--- src/rtl/q_pkg.sv ---
// Shared definitions for compare-and-swap pipelines: result pair layout and stage latency.
package q_pkg;

  localparam int CAS_W       = 32;
  localparam int CAS_TAG_W   = 4;
  localparam int CAS_LATENCY = 2;

  typedef struct packed {
    logic [CAS_W-1:0]     lo;
    logic [CAS_W-1:0]     hi;
    logic                 swp;
    logic                 eq;
    logic [CAS_TAG_W-1:0] tag;
  } cas_pair_t;

endpackage

--- src/rtl/cas_pipe_cmp.sv ---
// cmp: purely combinational magnitude comparator, signed or unsigned by parameter.
module cmp #(
  parameter int W         = 32,
  parameter bit IS_SIGNED = 1'b1
) (
  input  logic [W-1:0] i_a,
  input  logic [W-1:0] i_b,
  output logic         o_lt,
  output logic         o_eq,
  output logic         o_gt
);

  generate
    if (IS_SIGNED) begin : g_signed
      assign o_lt = $signed(i_a) < $signed(i_b);
      assign o_gt = $signed(i_a) > $signed(i_b);
    end else begin : g_unsigned
      assign o_lt = i_a < i_b;
      assign o_gt = i_a > i_b;
    end
  endgenerate

  assign o_eq = (i_a == i_b);

endmodule

--- src/rtl/cas_pipe.sv ---
// cas_pipe: two-stage valid/ready compare-and-swap; 2-cycle latency, 1 pair/cycle.
// Optional saturating swap counter built when CAS_PIPE_SWP_CNT_EN is defined.
module cas_pipe
  import q_pkg::*;
#(
  parameter int W          = 32,
  parameter bit IS_SIGNED  = 1'b1,
  parameter bit DESCENDING = 1'b0,
  parameter int TAG_W      = 4,
  parameter int CNT_W      = 16
) (
  input  logic             clk,
  input  logic             arst_n,
  input  logic             i_in_vld,
  input  logic [W-1:0]     i_in_a,
  input  logic [W-1:0]     i_in_b,
  input  logic [TAG_W-1:0] i_in_tag,
  output logic             o_in_rdy,
  output logic             o_out_vld,
  output logic [W-1:0]     o_out_lo,
  output logic [W-1:0]     o_out_hi,
  output logic             o_out_swp,
  output logic             o_out_eq,
  output logic [TAG_W-1:0] o_out_tag,
  input  logic             i_out_rdy,
  output logic [CNT_W-1:0] o_swp_cnt,
  input  logic             i_swp_cnt_clr
);

  typedef struct packed {
    logic [W-1:0]     lo;
    logic [W-1:0]     hi;
    logic             swp;
    logic             eq;
    logic [TAG_W-1:0] tag;
  } pair_t;

  logic             r_s1_vld;
  logic [W-1:0]     r_s1_a;
  logic [W-1:0]     r_s1_b;
  logic [TAG_W-1:0] r_s1_tag;
  logic             r_out_vld;
  pair_t            r_out;

  logic  w_lt, w_eq, w_gt, w_swp, w_s2_adv;
  pair_t w_pair;

  cmp #(.W(W), .IS_SIGNED(IS_SIGNED)) u_cmp (
    .i_a  (r_s1_a),
    .i_b  (r_s1_b),
    .o_lt (w_lt),
    .o_eq (w_eq),
    .o_gt (w_gt)
  );

  // Strict comparisons only, so equal operands keep their input order.
  assign w_swp = DESCENDING ? w_lt : w_gt;

  always_comb begin
    w_pair     = '0;
    w_pair.lo  = w_swp ? r_s1_b : r_s1_a;
    w_pair.hi  = w_swp ? r_s1_a : r_s1_b;
    w_pair.swp = w_swp;
    w_pair.eq  = w_eq;
    w_pair.tag = r_s1_tag;
  end

  assign w_s2_adv = ~r_out_vld | i_out_rdy;
  assign o_in_rdy = ~r_s1_vld | w_s2_adv;

  always_ff @(posedge clk or negedge arst_n) begin
    if (!arst_n) begin
      r_s1_vld <= 1'b0;
      r_s1_a   <= '0;
      r_s1_b   <= '0;
      r_s1_tag <= '0;
    end else if (o_in_rdy) begin
      r_s1_vld <= i_in_vld;
      if (i_in_vld) begin
        r_s1_a   <= i_in_a;
        r_s1_b   <= i_in_b;
        r_s1_tag <= i_in_tag;
      end
    end
  end

  always_ff @(posedge clk or negedge arst_n) begin
    if (!arst_n) begin
      r_out_vld <= 1'b0;
      r_out     <= '0;
    end else if (w_s2_adv) begin
      r_out_vld <= r_s1_vld;
      if (r_s1_vld) r_out <= w_pair;
    end
  end

  assign o_out_vld = r_out_vld;
  assign o_out_lo  = r_out.lo;
  assign o_out_hi  = r_out.hi;
  assign o_out_swp = r_out.swp;
  assign o_out_eq  = r_out.eq;
  assign o_out_tag = r_out.tag;

`ifdef CAS_PIPE_SWP_CNT_EN
  logic [CNT_W-1:0] r_swp_cnt;

  always_ff @(posedge clk or negedge arst_n) begin
    if (!arst_n) begin
      r_swp_cnt <= '0;
    end else if (i_swp_cnt_clr) begin
      r_swp_cnt <= '0;
    end else if (r_out_vld && i_out_rdy && r_out.swp && (r_swp_cnt != {CNT_W{1'b1}})) begin
      r_swp_cnt <= r_swp_cnt + 1'b1;
    end
  end

  assign o_swp_cnt = r_swp_cnt;
`else
  logic w_unused_clr;
  assign w_unused_clr = i_swp_cnt_clr;
  assign o_swp_cnt    = '0;
`endif

endmodule

--- config.mk ---
export PLATFORM = sky130hd
export DESIGN_NAME = cas_pipe
export DESIGN_NICKNAME = d
export VERILOG_FILES = /design/src/rtl/q_pkg.sv /design/src/rtl/cas_pipe_cmp.sv /design/src/rtl/cas_pipe.sv
export SDC_FILE = /design/constraint.sdc
export NUM_CORES = 1
export LEC_CHECK = 0
export ABC_CLOCK_PERIOD_IN_PS = 5300
export CAP_MARGIN = 25
export CORE_MARGIN = 3
export CORE_UTILIZATION = 40
export DETAILED_ROUTE_END_ITERATION = 7
export GPL_ROUTABILITY_DRIVEN = 0
export PLACE_DENSITY = 0.65
export SYNTH_ARGS = -nofsm -noshare
export SYNTH_HDL_FRONTEND = slang
export SYNTH_SLANG_ARGS = --single-unit
--- constraint.sdc ---
create_clock -name clk -period 5.3 [get_ports clk]
set_input_delay 0.53 -clock clk [delete_from_list [all_inputs] [get_ports clk]]
set_output_delay 0.53 -clock clk [all_outputs]
set_load 0.01 [all_outputs]
==> results_dict.tcl, run 1 <==
set metrics [dict create \
    fp.coreArea_sq_um 16200 \
    vias_per_cell 4.84 \
    initial_core_util_pct 41.7 \
    synthCells 585 \
    layout.cells.non_filler 950 \
    antenna_found_initial 0 \
    ir_worst_vdd_v 0.000219 \
    cts_tree "done" \
    cts_resized 0 \
    status "finished, final reports clean" \
    cts-root-buf "clkbuf_16" \
    p_int_w 0.00288 \
    worstPathMaxFanout 32 \
    grt_pass1_wl_mm 24.3 \
    swShare_pct 30.2 \
    final_cell_area_sq_um 8860 \
    fill_cells 1413 \
    grt_max_degree 85 \
    drive_gt1_share_pct 14.9 \
    synth-seq-area-share_pct 51.8 \
    dr.first_iter.drc_count 236 \
    dp_cells 918 \
    slew_viol_final 0 \
    setup-tns-final_ns 0 \
    area_growth_pct 31.0 \
    dp_hpwl_mm 10.1 \
    first_global_vias 4820 \
    io_buffers 143 \
    ys_warn_count 0 \
    insertion_delay_ns 0.41 \
    track_usage_pct 16.8 \
    cts.clk_slew.worst_paths_ns 0.06 \
    endpoint_kind "flop" \
    synthArstFlopShare_pct 100 \
    period_needed_ns 2.90 \
    arrival_ns 3.16 \
    synth_cell_type_count 33 \
    p_sw_w 0.00125 \
    finClkSkew_ns 0.00864 \
    maxSlewHeadroom_pct 36.4 \
    routed_wl_mm 14.7 \
    boundaryPins 161 \
    synth-seq-cells 140 \
    numCtsBuffers 17 \
    finish.utilization_pct 54.6 \
    cts_buffer_depth 2 \
    ant_nets 0 \
    powerDensity_nw_per_um2 466 \
    cts_htree_levels 4 \
    synth_ff_type "dfrtp_1" \
    synth.area.top_cells "dfrtp_1 (52%), mux2_2 (11%), mux2i_1 (9.5%)" \
    synthDominantCellAreaShare_pct 51.8 \
    hold_violations 0 \
    power.leakage_nw 4.05 \
    max_cap_viol_count 0 \
    hold_path_class "primary input to async pin" \
    drcViolationCount 0 \
    die_y_um 136 \
    syn_area_per_cell_sq_um 11.6 \
    dieWidth_um 136 \
    worstPathRequired_ns 5.56 \
    vias 4600 \
    synth_largest_area_cell "dfrtp_1" \
    rows 46 \
    placed_area_sq_um 8230 \
    dieArea_sq_um 18500 \
    p_comb_share_pct 32.9 \
    period_share_pct 54.8 \
    drt-pass1-iter-count 4 \
    overflow 0 \
    antenna_cells 0 \
    synth_area_sq_um 6760 \
    worst_slew_pin_slew_ns 0.953 \
    crit_type "flop to flop" \
    p_seq_share_pct 36.8 \
    finalSetupViolCount 0 \
    grt_setup_unrepaired "false" \
    final_net_count 826 \
    ctsHoldBuffers 0 \
    clockPowerShare_pct 30.3 \
    post_drt_wl_per_cell_um 15.5 \
    cts_setup_buffers 0 \
    numClockSinks 140 \
    fmax_mhz 344 \
    synth_edf_count 0 \
    startpoint_type "flop" \
]
-- cell usage after synthesis (3+ instances only) --
| cell type | number |
|---|---|
| nand3_1 | 3 |
| buf_4 | 17 |
| a21oi_1 | 75 |
| o21ai_0 | 4 |
| nand4_1 | 3 |
| buf_12 | 6 |
| buf_1 | 6 |
| nor2_1 | 67 |
| nand2_1 | 22 |
| dfrtp_1 | 140 |
| mux2i_1 | 64 |
| inv_1 | 34 |
| nand2b_1 | 3 |
| and4_1 | 3 |
| clkbuf_1 | 16 |
| mux2_2 | 68 |
| a211oi_1 | 4 |
| ha_1 | 32 |
-- worst max-delay path, cell delays in order (launching register included) --
cell and delay (ns):
dfrtp_1 0.39, inv_1 0.06, ha_1 0.32, nand4_2 0.16, nor4_2 0.38, a21boi_2 0.22
o31ai_1 0.13, a31oi_4 0.21, buf_4 0.50, mux2i_1 0.27, a21oi_1 0.09
-- state kept, by name, summed over array words and instances (netlist names) --
signal / flops
r_s1_vld: 1
r_s1_a: 32
o_out_vld: 1
o_out_swp: 1
o_out_tag: 4
o_out_eq: 1
o_out_lo: 32
r_s1_tag: 4
r_s1_b: 32
o_out_hi: 32
-- kinds of logic after synthesis --
family | share of synthesized area, %
AOI/OAI and AO/OA | 7.59
muxes | 20.8
DFF | 51.8
buffers and inverters | 6.77
and+or+nand+nor | 7.05
adders and majority gates | 5.92
other | 0.0555
-- power by group through the flow --
stage | clock network (W) | registers (W) | logic, W
6_report | 0.00125 | 0.00152 | 0.00136
5_1_grt | 0.00133 | 0.00156 | 0.00149
4_1_cts | 0.00128 | 0.00152 | 0.00138
3_5_place_dp | 0 | 0.00154 | 0.00137
3_3_place_gp | 0 | 0.00152 | 0.00135
2_1_floorplan | 0 | 0.00159 | 0.000789
-- cell type report --
cell class                 instances  area (sq um)  area share (%)
tap                              216           270            3.05
sequential                       140          3500            39.6
clock inverter                    11           166            1.88
inverter                          34           128            1.44
multi-input combinational        381          2870            32.4
clock buffer                      21           460            5.20
timing repair buffer             147          1460            16.5
-- worst paths after layout --
path                           endpoint  cells past startpoint  slack (ns)        start
max                        o_out_hi[18]                     10        2.40   r_s1_b[15]
min                          r_s1_b[25]                      1        0.16       arst_n
max reg2reg                o_out_hi[18]                     10        2.40   r_s1_b[15]
min reg2reg                o_out_tag[2]                      2        0.47  r_s1_tag[2]
max in group asynchronous   o_out_lo[5]                      2        3.91       arst_n
min in group clk           o_out_tag[2]                      2        0.47  r_s1_tag[2]
-- cell usage in the layout (no fill, tap or decap), types with 4 or more instances in the layout --
master | synthesis | layout
clkdlybuf4s50_1 | 0 | 142
dfrtp_1 | 140 | 140
a21oi_1 | 75 | 75
mux2_2 | 68 | 68
nor2_1 | 67 | 67
mux2i_1 | 64 | 64
inv_1 | 34 | 34
ha_1 | 32 | 32
nand2_1 | 22 | 21
clkbuf_16 | 0 | 17
conb_1 | 1 | 16
a211oi_1 | 4 | 4
o21ai_0 | 4 | 4
bufinv_16 | 0 | 4
buf_4 | 17 | 4
-- layer usage --
metal / routed length [um] / up-vias / track usage, %
met5: 0 / - / 0
met4: 237 / 0 / 6.38
met3: 676 / 16 / 3.96
met2: 7350 / 112 / 28.2
met1: 6440 / 2219 / 21.0
li1: - / 2253 / -
-- stage by stage --
stage / total power, W / setup WS (ns) / hold WS [ns]
5_1_grt: 0.00438 / 2.15 / 0.211
3_3_place_gp: 0.00288 / 2.38 / 0.454
3_5_place_dp: 0.00291 / 2.36 / 0.455
4_1_cts: 0.00419 / 2.34 / 0.197
6_report: 0.00413 / 2.40 / 0.159
2_1_floorplan: 0.00237 / 3.01 / 0.234
Power figures use the tool's default switching activity.
==> run 2: changes to the inputs <==
ABC_CLOCK_PERIOD_IN_PS = 2350   (was 5300)
PLACE_DENSITY = 0.67   (was 0.65)
clock period = 2.35 ns   (was 5.3 ns; I/O delays follow)
==> results_dict.tcl, run 2 (synthesized netlist as in run 1, its figures left out) <==
set metrics [dict create \
    io_buffers 143 \
    layout_common_cells "clkdlybuf4s50_1 (142), dfrtp_1 (140), a21oi_1 (75)" \
    first_global_vias 5247 \
    insertion_delay_ns 0.42 \
    routed_wl_mm 17.0 \
    antenna_cells 0 \
    ant_nets 0 \
    final_net_count 904 \
    numCtsBuffers 17 \
    multi_input_area_sq_um 3060 \
    crit_type "flop to flop" \
    rows 46 \
    dieWidth_um 136 \
    initial_core_util_pct 41.7 \
    dieArea_sq_um 18500 \
    worstPathMaxFanout 6 \
    critPathMaxStageDelay_ns 0.39 \
    arrival_ns 2.81 \
    fmax_mhz 395 \
    hold_violations 0 \
    path_common_cell "a21oi_1" \
    grt_pass1_wl_mm 26.7 \
    cts-root-buf "clkbuf_16" \
    worst_slew_pin_slew_ns 0.666 \
    cts_buffer_depth 2 \
    max_cap_viol_count 0 \
    post_drt_wl_per_cell_um 16.5 \
    critPathTopFamily "compound AO/OA/AOI/OAI gates" \
    drive_gt1_share_pct 26.5 \
    fp.coreArea_sq_um 16200 \
    finalSetupViolCount 64 \
    ir_worst_vdd_v 0.000607 \
    antenna_found_initial 0 \
    finish.utilization_pct 61.0 \
    vias_per_cell 4.84 \
    slowest_stage "dfrtp_1" \
    seq_area_sq_um 3500 \
    boundaryPins 161 \
    power.leakage_nw 4.53 \
    path_cells "ha_1 > a21oi_1 > o21ai_2 > a211oi_2 > o31a_1 > a31oi_4 > buf_6 > buf_12 > buf_16 > mux2i_1 > a21oi_1" \
    crit_buf_inv 3 \
    grt_max_degree 134 \
    area_growth_pct 46.5 \
    layout_commonest_cell "clkdlybuf4s50_1" \
    dp_hpwl_mm 10.8 \
    grt_setup_unrepaired "true" \
    dp_cells 976 \
    fill_cells 1296 \
    finClkSkew_ns 0.00757 \
    worstPathRequired_ns 2.62 \
    hold_path_class "primary input to async pin" \
    layout.cells.non_filler 1028 \
    drcViolationCount 0 \
    maxSlewHeadroom_pct 55.6 \
    die_y_um 136 \
    period_needed_ns 2.53 \
    violations "negative setup slack" \
    cts_tree "done" \
    fin_ws_ns -0.183 \
    period_share_pct 108 \
    status "complete, but fails checks" \
    endpoint_kind "flop" \
    cts_htree_levels 4 \
    powerDensity_nw_per_um2 1070 \
    cts.clk_slew.worst_paths_ns 0.06 \
    vias 4979 \
    track_usage_pct 18.7 \
    dr.first_iter.drc_count 178 \
    numClockSinks 140 \
    slew_viol_final 0 \
    startpoint_type "flop" \
    overflow 0 \
    drt-pass1-iter-count 4 \
]
==> run 2: cell count changes in the layout (fill, tap and decap cells not counted), sizes merged <==
cell / before / now
buf: 5 / 81
bufinv: 4 / 6
clkbuf: 21 / 24
clkinv: 4 / 1
clkinvlp: 3 / 2
dlygate4sd3: 0 / 1
==> run 2: power by group <==
part / internal (W) / switching, W
registers: 0.00300 / 0.000384
logic: 0.00233 / 0.00176
clock network: 0.00216 / 0.00100
total: 0.00749 / 0.00315
==> run 2: per-layer routing <==
metal / track usage [%] / part of all wire (%) / vias up
met5: 0 / 0 / -
met2: 32.5 / 52 / 118
met3: 3.92 / 3.9 / 19
met4: 6.33 / 1.5 / 0
met1: 23.1 / 43 / 2422
li1: - / - / 2420
==> run 2: cell type report <==
class	instances	share of cell area [%]
Inverter	34	1.29
Clock buffer	23	5.13
Multi-Input combinational cell	381	30.9
Timing Repair Buffer	225	22.6
Clock inverter	9	2.06
Sequential cell	140	35.4
Tap cell	216	2.73
==> run 2: worst register-to-register path, delay by kind of cell (launching register included) <==
kind,cells,cell delay [ns]
adders and majority gates,1,0.33
AOI/OAI and AO/OA,6,1.08
buffers and inverters,3,0.43
muxes,1,0.17
DFF,1,0.39
==> run 2: final timing paths <==
check / startpoint / to / slack, ns / depth (start not counted)
min: arst_n / o_out_lo[24] / 0.38 / 2
max: r_s1_a[19] / o_out_hi[21] / -0.18 / 11
max in group asynchronous: arst_n / r_s1_a[20] / 1.20 / 3
min reg2reg: r_s1_tag[3] / o_out_tag[3] / 0.46 / 2
max reg2reg: r_s1_a[19] / o_out_hi[21] / -0.18 / 11
min in group clk: i_in_a[23] / r_s1_a[23] / 0.43 / 2
==> run 2: what timing repair did <==
item / CTS / global route
resized for setup: 26 / 13
gates cloned: 4 / 1
pin swaps: 11 / 22
setup endpoints to repair: 65 / 65
setup buffers: 9 / 6
hold buffers: 1 / 0
endpoints found under the hold margin: 67 / 0
==> run 2: per-stage QoR <==
step / TNS (ns) / area (sq um) / total power [W] / setup WS [ns] / hold WS, ns
after detailed placement: -15.39 / 8740 / 0.00690 / -0.331 / 0.283
after floorplan: 0 / 6820 / 0.00535 / 0.0600 / -0.0606
after CTS: -5.73 / 9810 / 0.0106 / -0.132 / 0.403
after global routing: -14.55 / 9910 / 0.0112 / -0.312 / 0.417
final: -5.26 / 9910 / 0.0106 / -0.183 / 0.383
after global placement: -14.39 / 8740 / 0.00680 / -0.296 / 0.279
==> run 3: changes to the inputs <==
HOLD_SLACK_MARGIN = 0.1   (was not set)
SKIP_LAST_GASP = 1   (was not set)
==> results of run 3 <==
No change in the layout: final DEF, timing and power equal those of run 2.
